### config.mk
export PLATFORM = sky130hd
export DESIGN_NAME = inst_fetch_mod
export DESIGN_NICKNAME = d
export VERILOG_FILES = /design/src/rtl/inst_fetch_mod.sv
export SDC_FILE = /design/constraint.sdc
export NUM_CORES = 1
export LEC_CHECK = 0
export CAP_MARGIN = 20
export CORE_ASPECT_RATIO = 1.2
export CORE_MARGIN = 10
export CORE_UTILIZATION = 30
export DETAILED_ROUTE_END_ITERATION = 6
export DONT_BUFFER_PORTS = 1
export GPL_TIMING_DRIVEN = 0
export PLACE_DENSITY = 0.52
export SETUP_SLACK_MARGIN = 0.1
export SLEW_MARGIN = 20
export SYNTH_ARGS = -nofsm -noshare
export SYNTH_HDL_FRONTEND = slang
export SYNTH_SLANG_ARGS = --single-unit
### constraint.sdc
create_clock -name clock -period 1.54 [get_ports clock]
set_clock_uncertainty 0.05 [all_clocks]
set_input_delay 0.154 -clock clock [delete_from_list [all_inputs] [get_ports clock]]
set_output_delay 0.154 -clock clock [all_outputs]
set_load 0.05 [all_outputs]
### src/rtl/inst_fetch_mod.sv
// ============================================================================
//  Module   : inst_fetch_mod
//  Brief    : Byte-wide instruction fetch unit with optional CB-prefix
//             (two-byte opcode) assembly. Optional feature macro:
//             INST_FETCH_CB_PREFIX_EN enables the PREFIX state.
//  Revision : 1.0 - initial release
// ============================================================================
`default_nettype none

module inst_fetch_mod #(
    parameter logic [15:0] RESET_PC = 16'h0000
) (
    input  logic        clock,
    input  logic        reset,
    input  logic        adv,
    input  logic        load_pc,
    input  logic [15:0] new_pc,
    input  logic [7:0]  mem_data,
    input  logic        mem_ack,
    output logic        mem_rd,
    output logic [15:0] mem_addr,
    output logic [8:0]  inst_buffer,
    output logic        inst_valid,
    output logic [15:0] pc_out
);

`ifdef INST_FETCH_CB_PREFIX_EN
    typedef enum logic [1:0] {
        ST_FETCH  = 2'd0,
        ST_PREFIX = 2'd1,
        ST_READY  = 2'd2
    } state_t;

    localparam logic [7:0] C_PREFIX_OP = 8'hCB;

    logic [8:0]  ibuf_q;
    logic [8:0]  ibuf_d;
`else
    typedef enum logic [0:0] {
        ST_FETCH = 1'b0,
        ST_READY = 1'b1
    } state_t;

    logic [7:0]  ibuf_q;
    logic [7:0]  ibuf_d;
`endif

    state_t      state_q;
    state_t      state_d;
    logic [15:0] pc_q;
    logic [15:0] pc_d;
    logic [15:0] pc_inc;

    assign pc_inc = pc_q + 16'd1;

    always_ff @(posedge clock) begin
        if (reset) begin
            state_q <= ST_FETCH;
            pc_q    <= RESET_PC;
            ibuf_q  <= '0;
        end else begin
            state_q <= state_d;
            pc_q    <= pc_d;
            ibuf_q  <= ibuf_d;
        end
    end

    // A redirect wins over everything else and discards any data in flight.
    always_comb begin
        state_d = state_q;
        pc_d    = pc_q;
        ibuf_d  = ibuf_q;
        if (load_pc) begin
            pc_d    = new_pc;
            state_d = ST_FETCH;
        end else begin
            case (state_q)
                ST_FETCH: begin
                    if (mem_ack) begin
                        pc_d = pc_inc;
`ifdef INST_FETCH_CB_PREFIX_EN
                        if (mem_data == C_PREFIX_OP) begin
                            state_d = ST_PREFIX;
                        end else begin
                            ibuf_d  = {1'b0, mem_data};
                            state_d = ST_READY;
                        end
`else
                        ibuf_d  = mem_data;
                        state_d = ST_READY;
`endif
                    end
                end
`ifdef INST_FETCH_CB_PREFIX_EN
                ST_PREFIX: begin
                    if (mem_ack) begin
                        pc_d    = pc_inc;
                        ibuf_d  = {1'b1, mem_data};
                        state_d = ST_READY;
                    end
                end
`endif
                ST_READY: begin
                    if (adv) begin
                        state_d = ST_FETCH;
                    end
                end
                default: begin
                    state_d = ST_FETCH;
                end
            endcase
        end
    end

    assign mem_rd     = (state_q != ST_READY);
    assign inst_valid = (state_q == ST_READY);
    assign mem_addr   = pc_q;
    assign pc_out     = pc_q;

`ifdef INST_FETCH_CB_PREFIX_EN
    assign inst_buffer = ibuf_q;
`else
    assign inst_buffer = {1'b0, ibuf_q};
`endif

endmodule

`default_nettype wire
==> flow_metrics.env <==
export IMPL_stdcell_area_mm2=0.001921
export IMPL_first_iter_violations=69
export IMPL_grt_busiest_layer="met2"
export IMPL_worstPathCellList="nand3_2 > or4_4 > xnor2_1 > o21a_1"
export IMPL_row_count=27
export IMPL_hold_path_class="primary input to flop"
export IMPL_gr_total_overflow=0
export IMPL_cts_root_buf="clkbuf_8"
export IMPL_setup_viol=6
export IMPL_via_per_inst=4.951
export IMPL_wire_per_inst_um=17.27
export IMPL_ys_ff_latch=25
export IMPL_worst_slew_pin_slew_ps=530.0
export IMPL_whs_endpoint="mem_addr[1]"
export IMPL_firstDrtPassIters=4
export IMPL_holdPathStages=2
export IMPL_area_growth_syn_to_layout_pct=33.36
export IMPL_cp_max_fo=8
export IMPL_crit_buf_inv=0
export IMPL_rsz0062_at_grt="true"
export IMPL_reg2reg_from="mem_addr[6]"
export IMPL_track_usage_pct=10.11
export IMPL_drc=0
export IMPL_insertion_delay_ps=280
export IMPL_arrival_ps=1820
export IMPL_grt_met2_usage_pct=17.40
export IMPL_rr_endpoint="mem_addr[11]"
export IMPL_grt_met1_usage_pct=10.85
export IMPL_cpMaxStageDelayCell="or4_4"
export IMPL_yosysSeqAreaShare_pct=34.75
export IMPL_wirelength_um=4249
export IMPL_layout_nets=219
export IMPL_die_w_um=83.25
export IMPL_diodes=0
export IMPL_layout_min_cycle_time_ps=1686
export IMPL_gp_congestion=0.7830
export IMPL_die_area_mm2=0.007984
export IMPL_cts_sinks=25
export IMPL_dp_slack_ps=-158.5
export IMPL_grt_met3_usage_pct=4.903
export IMPL_via_count=1218
export IMPL_synth_distinct_cells=36
export IMPL_critPathCaptureType="flop"
export IMPL_r2r_cells=4
export IMPL_synth_area_per_cell_um2=8.781
export IMPL_vdd_drop_max_mv=0.4248
export IMPL_cts_buffers=3
export IMPL_fin_ws_ps=-145.9
export IMPL_drive_gt1_share_pct=36.70
export IMPL_grt_pass1_vias=1273
export IMPL_cp_required_ps=1670
export IMPL_synth_net_count=194
export IMPL_synth_largest_type_area_fraction_pct=34.75
export IMPL_leakage_nw=0.8110
export IMPL_outcome="finished, violations left"
export IMPL_power_mw=1.690
export IMPL_die_h_um=95.90
export IMPL_slowest_delay_ps=560
export IMPL_regToRegSetupSlack_ps=-150
export IMPL_synthCells=164
export IMPL_antenna_left=0
export IMPL_finalHoldViolations=0
export IMPL_netlist_top_cells_area="dfxtp_1, buf_4, mux2i_1"
export IMPL_grt_first_pass_wirelength_um=6637
export IMPL_antenna_found_initial=0
export IMPL_drv_slew=0
export IMPL_maxCapViolations=0
export IMPL_yosysWarnings=0
export IMPL_clockBufferDepth=2
export IMPL_fp_coreArea_mm2=0.004628
export IMPL_relSlewSlack_pct=64.62
export IMPL_yosysTopAreaCell="dfxtp_1"
export IMPL_whs_ps=0.5754
export IMPL_grt_max_degree=16
export IMPL_ioPinCount=72
export IMPL_initial_core_util_pct=31.12
export IMPL_fin_util_pct=41.50
export IMPL_path_class="flop to flop"
export IMPL_cts_tree="built"
export IMPL_place_area_mm2=0.001574
export IMPL_clkTransAtPathRegs_ps=100
export IMPL_crit_family="simple AND/OR/NAND/NOR gates"
export IMPL_synthesis_area_mm2=0.001440
export IMPL_port_buffers=0
export IMPL_violations="setup timing"
export IMPL_cellPowerDensity_mw_per_mm2=880.1
export IMPL_dp_hpwl_um=3277
export IMPL_hp_start="new_pc[1]"
export IMPL_htreeDepth=1
export IMPL_fin_crit_sh_pct=109.5
export IMPL_max_freq_mhz=593.1
export IMPL_start_kind="flop"
==> worst reg2reg max path, cell delays in order, from the launching register on <==
cell     delay [ps]
dfxtp_4         510
nand3_2         150
or4_4           560
xnor2_1         140
o21a_1          180
==> layout make-up <==
cell class | count | area [um2]
Clock inverter | 1 | 6.256
Buffer | 25 | 182.7
Clock buffer | 3 | 41.29
Sequential cell | 25 | 556.8
Tap cell | 58 | 72.57
Timing Repair Buffer | 20 | 207.7
Multi-Input combinational cell | 99 | 797.0
Fill cell | 464 | 2708
Inverter | 15 | 56.30
==> per-stage QoR <==
step           TNS, ps  std cells
6_report        -490.3        246
4_1_cts         -433.2        242
3_3_place_gp    -509.7        222
5_1_grt          -1070        246
3_5_place_dp    -605.4        222
2_1_floorplan   -134.8        164
==> how the worst max path moves through the flow <==
stage	startpoint	to	cells past startpoint
detailed placement	mem_addr[8]	mem_addr[11]	4
CTS	mem_addr[6]	mem_addr[11]	4
finish	mem_addr[6]	mem_addr[11]	4
floorplan	mem_addr[2]	mem_addr[9]	5
global route	mem_addr[0]	mem_addr[12]	5
global placement	mem_addr[8]	mem_addr[11]	4
==> sequential cells by signal, summed over array words and instances (netlist names) <==
name / cells
mem_addr: 16
ibuf_q: 8
inst_valid: 1
==> cell usage after synthesis <==
cell type and count:
dfxtp_1 25, buf_4 18, inv_1 15, nor2_1 13, a21oi_1 12, mux2i_1 12
o21a_1 11, xnor2_1 9, nand4_1 5, nand2_1 4, nand3_1 4, xor2_1 4
nor4_1 3, and3b_1 2, buf_2 2, buf_6 2, clkbuf_1 2, nand4b_1 2
nor3_1 2, a2111oi_0 1, a2111oi_2 1, and3_1 1, and4_1 1, and4b_1 1
buf_1 1, conb_1 1, ha_1 1, mux2_2 1, nand2b_1 1, nand3_2 1
nand4_2 1, nor2_4 1, nor4b_1 1, o21ai_0 1, or4_1 1, or4_4 1
==> where the power goes <==
part / switching, mW / total (mW) / internal (mW)
logic: 0.217 / 0.374 / 0.157
registers: 0.216 / 0.901 / 0.685
clock network: 0.230 / 0.415 / 0.185
total: 0.663 / 1.69 / 1.03
==> layer usage <==
metal	vias to the layer above	share of wire [%]
met3	2	10
met2	47	49
li1	592	-
met4	0	0.54
met5	-	0
met1	577	40
==> repair_timing <==
action | 4_1_cts | 5_1_grt
endpoints found under the setup margin | 18 | 22
pin swaps | 9 | 8
gates resized for setup | 16 | 6
hold buffers | 13 | 0
endpoints found under the hold margin | 12 | 0
buffers inserted | 3 | 4
==> kinds of logic (layout without fill, tap and decap cells) <==
| kind of cell | after synthesis | count (layout) | synth area share [%] |
|---|---|---|---|
| compound gates | 26 | 26 | 11.90 |
| xor+xnor | 13 | 13 | 7.906 |
| fa+ha+maj | 1 | 1 | 0.8687 |
| buf+inv | 40 | 64 | 16.33 |
| flops | 25 | 25 | 34.75 |
| mux | 13 | 13 | 9.123 |
| other cells | 1 | 1 | 0.2604 |
| simple gates | 45 | 45 | 18.85 |
==> cells in the final DEF (no fill, tap or decap), types with 2 or more instances in the layout <==
cell           instances
mux2i_1               12
nand2_1                2
or4_4                  2
clkbuf_1               2
nand4b_1               2
dfxtp_2                3
nor4_2                 3
xor2_1                 4
nand3_1                3
buf_4                 20
dfxtp_4               14
buf_2                  2
xnor2_2                2
dlygate4sd3_1         13
nand4_1                5
nor2_1                13
o21a_1                11
inv_1                 15
xnor2_1                7
dfxtp_1                8
nand2_2                2
buf_6                  5
a21oi_1               12
clkbuf_8               3
Power figures use the tool's default switching activity.
==> patch, RTL diff (same flow settings) <==
Reset style: asynchronous (`reset`), changed in one clocked block.
--- a/src/rtl/inst_fetch_mod.sv
+++ b/src/rtl/inst_fetch_mod.sv
@@ -54,5 +54,5 @@
     assign pc_inc = pc_q + 16'd1;
 
-    always_ff @(posedge clock) begin
+    always_ff @(posedge clock or posedge reset) begin
         if (reset) begin
             state_q <= ST_FETCH;
Check against the original RTL: differs if reset is asserted again (counterexample within 4 cycles, from zero or initial values and one cycle with reset high); with reset held inactive, the same outputs for 10 cycles.
==> patch against the original RTL <==
- sequential cell count did not move
- synthesized area fell by 0.26%
- routed wire length barely moved
- cell area rose by 6.3%
- the run still ends with setup timing left
- total power rose by 26%
- synthesized cell count fell by 13%
- setup slack got worse by 39 ps
==> patch: results (changes against the original RTL) <==
- Min-delay worst type: primary input to flip-flop
- Register area share after synthesis: 0.436 (+0.0880)
- Asr flop ratio synth: 1.00 (+1.00)
- Rel. slew slack: 0.589 (-0.0570)
- Syn Nets: 173 (-11%)
- Total negative slack: -1760 ps (-1270 ps)
- Slowest stage cell, crit path: dfrtp_2
- Final nets: 212 (-3.2%)
- Pleak: 0.000841 uW (+3.7%)
- Crit Path Category: flip-flop to flip-flop
- Crit-path leading delay family: simple AND/OR/NAND/NOR gates
- Clock latency on the worst-skew pair: 270 ps
- Hold path cells: 2 (unchanged)
- PortBufs: 0 (unchanged)
- Antenna Nets Post-Route: 0 (unchanged)
- GP Congestion: 0.736 (-6.0%)
- Worst R2R End: mem_addr[12]
- Setup Viol. Count Final: 19 (+13)
- Max FFs per register: 16 (unchanged)
- Largest net degree at the start of global routing: 26 (+10)
- Placed inst area: 1550 sq um (-1.7%)
- Clk slew on worst S/H paths: 90 ps
- Failing checks: setup timing
- Status: finished with violations
- Max VDD drop: 496 uV (+17%)
- CP peak stage delay: 540 ps (-20 ps)
- DRT Pass-1 Iters: 4 (unchanged)
- Crit path DAT: 1830 ps
- Ranking of synthesized cells by area: dfrtp_1, buf_4, mux2_2, nor4_2, xnor2_1
- Critical R2R Launch: inst_valid
- Antenna cells: 0 (unchanged)
- Synth cell count leaders: dfrtp_1, nand2_1, buf_4
- Wire length of the first global-routing pass: 6.67 mm (+0.42%)
- Num CTS Buffers: 3 (unchanged)
- Layout cell share with drive strength beyond 1: 0.403 (+0.0363)
- Vias in the first global route: 1,231 (-3.3%)
- CP max FO: 7 (-1)
- Root buffer cell: clkbuf_8
- H-tree depth: 1 (unchanged)
- Via density: 4.82 (-2.7%)
- Detailed placer's ending HPWL: 3.10 mm (-5.3%)
- DP Worst Slack: -300 ps (-141 ps)
- WL/cell: 17.8 um (+3.0%)
- Initial antenna violation count: 0 (unchanged)
- FILL cells: 424 (-8.6%)
- Distinct cell type count after synthesis: 31 (-14%)
- Reg2reg path depth: 4 (unchanged)
- GRT Total Usage: 0.102 (+0.00122)
- Initial DRC Count: 51 (-26%)
- Setup ws final: -185 ps (-38.7 ps)
- Critical path capture point: mem_addr[12]
- Synthesis warning total: 0 (unchanged)
- Max clock buf depth: 2 (unchanged)
patch: cell count changes after synthesis, moves of 5 or more:
cell | before | now
a21oi_1 | 12 | 1
dfrtp_1 | 0 | 25
dfxtp_1 | 25 | 0
inv_1 | 15 | 7
mux2_2 | 1 | 8
mux2i_1 | 12 | 1
nand2_1 | 4 | 18
nor2_1 | 13 | 8
nor4_2 | 0 | 7
o21a_1 | 11 | 0
o21ai_1 | 0 | 9
patch: kinds of logic after synthesis:
family,share of synthesized area
fa+ha+maj,0.00871
xor+xnor,0.0671
compound gates,0.0767
mux,0.0697
simple gates,0.221
other cells,0.00261
buf+inv,0.118
flops,0.436
patch: metrics by stage:
| step | hold WS [ps] | instances |
|---|---|---|
| after floorplan | 130 | 143 |
| after global placement | 232 | 201 |
| after detailed placement | 239 | 201 |
| after CTS | 69.9 | 233 |
| after global routing | 74.6 | 239 |
| final | 74.6 | 239 |
patch: worst register-to-register path, stage by stage (launching register included):
cell and delay (ps):
dfrtp_2 540, nand4b_4 330, nor4_4 340, nor3b_1 80, a221o_1 270
patch: cell type report:
class / instances / area (sq um) / area share
multi-input cells: 90 / 751 / 0.368
flip-flops and latches: 25 / 669 / 0.328
repair buffers: 34 / 332 / 0.162
plain buffers: 21 / 144 / 0.0705
well taps: 58 / 72.6 / 0.0356
clock buffers: 3 / 41.3 / 0.0202
inverters: 7 / 26.3 / 0.0129
clock inverters: 1 / 5.00 / 0.00245
patch: repair_timing:
item / CTS / global route
gates cloned: 0 / 0
endpoints found under the setup margin: 23 / 24
setup buffers: 2 / 5
pin swaps: 3 / 5
gates resized for setup: 16 / 11
hold endpoints to repair: 50 / 0
hold buffers: 26 / 0
patch: how the worst min path moves through the flow:
stage | startpoint | end
after detailed placement | new_pc[8] | mem_addr[8]
after floorplan | reset | ibuf_q[0]
after global placement | new_pc[2] | mem_addr[2]
after global routing | mem_ack | inst_valid
after CTS | mem_ack | inst_valid
final | mem_ack | inst_valid
patch: per-layer routing:
layer	part of all wire	GRT usage	wire length [um]
met1	0.38	0.111	1630
met2	0.50	0.177	2140
met3	0.11	0.0516	466
met4	0.0056	0.0213	24
met5	0	0	0
patch: report_power, final:
| group | leakage (uW) | internal, uW | total, uW | switching, uW |
|---|---|---|---|---|
| logic | 0.000534 | 218 | 543 | 325 |
| registers | 0.000281 | 755 | 1190 | 433 |
| clock network | 0.0000255 | 181 | 396 | 215 |
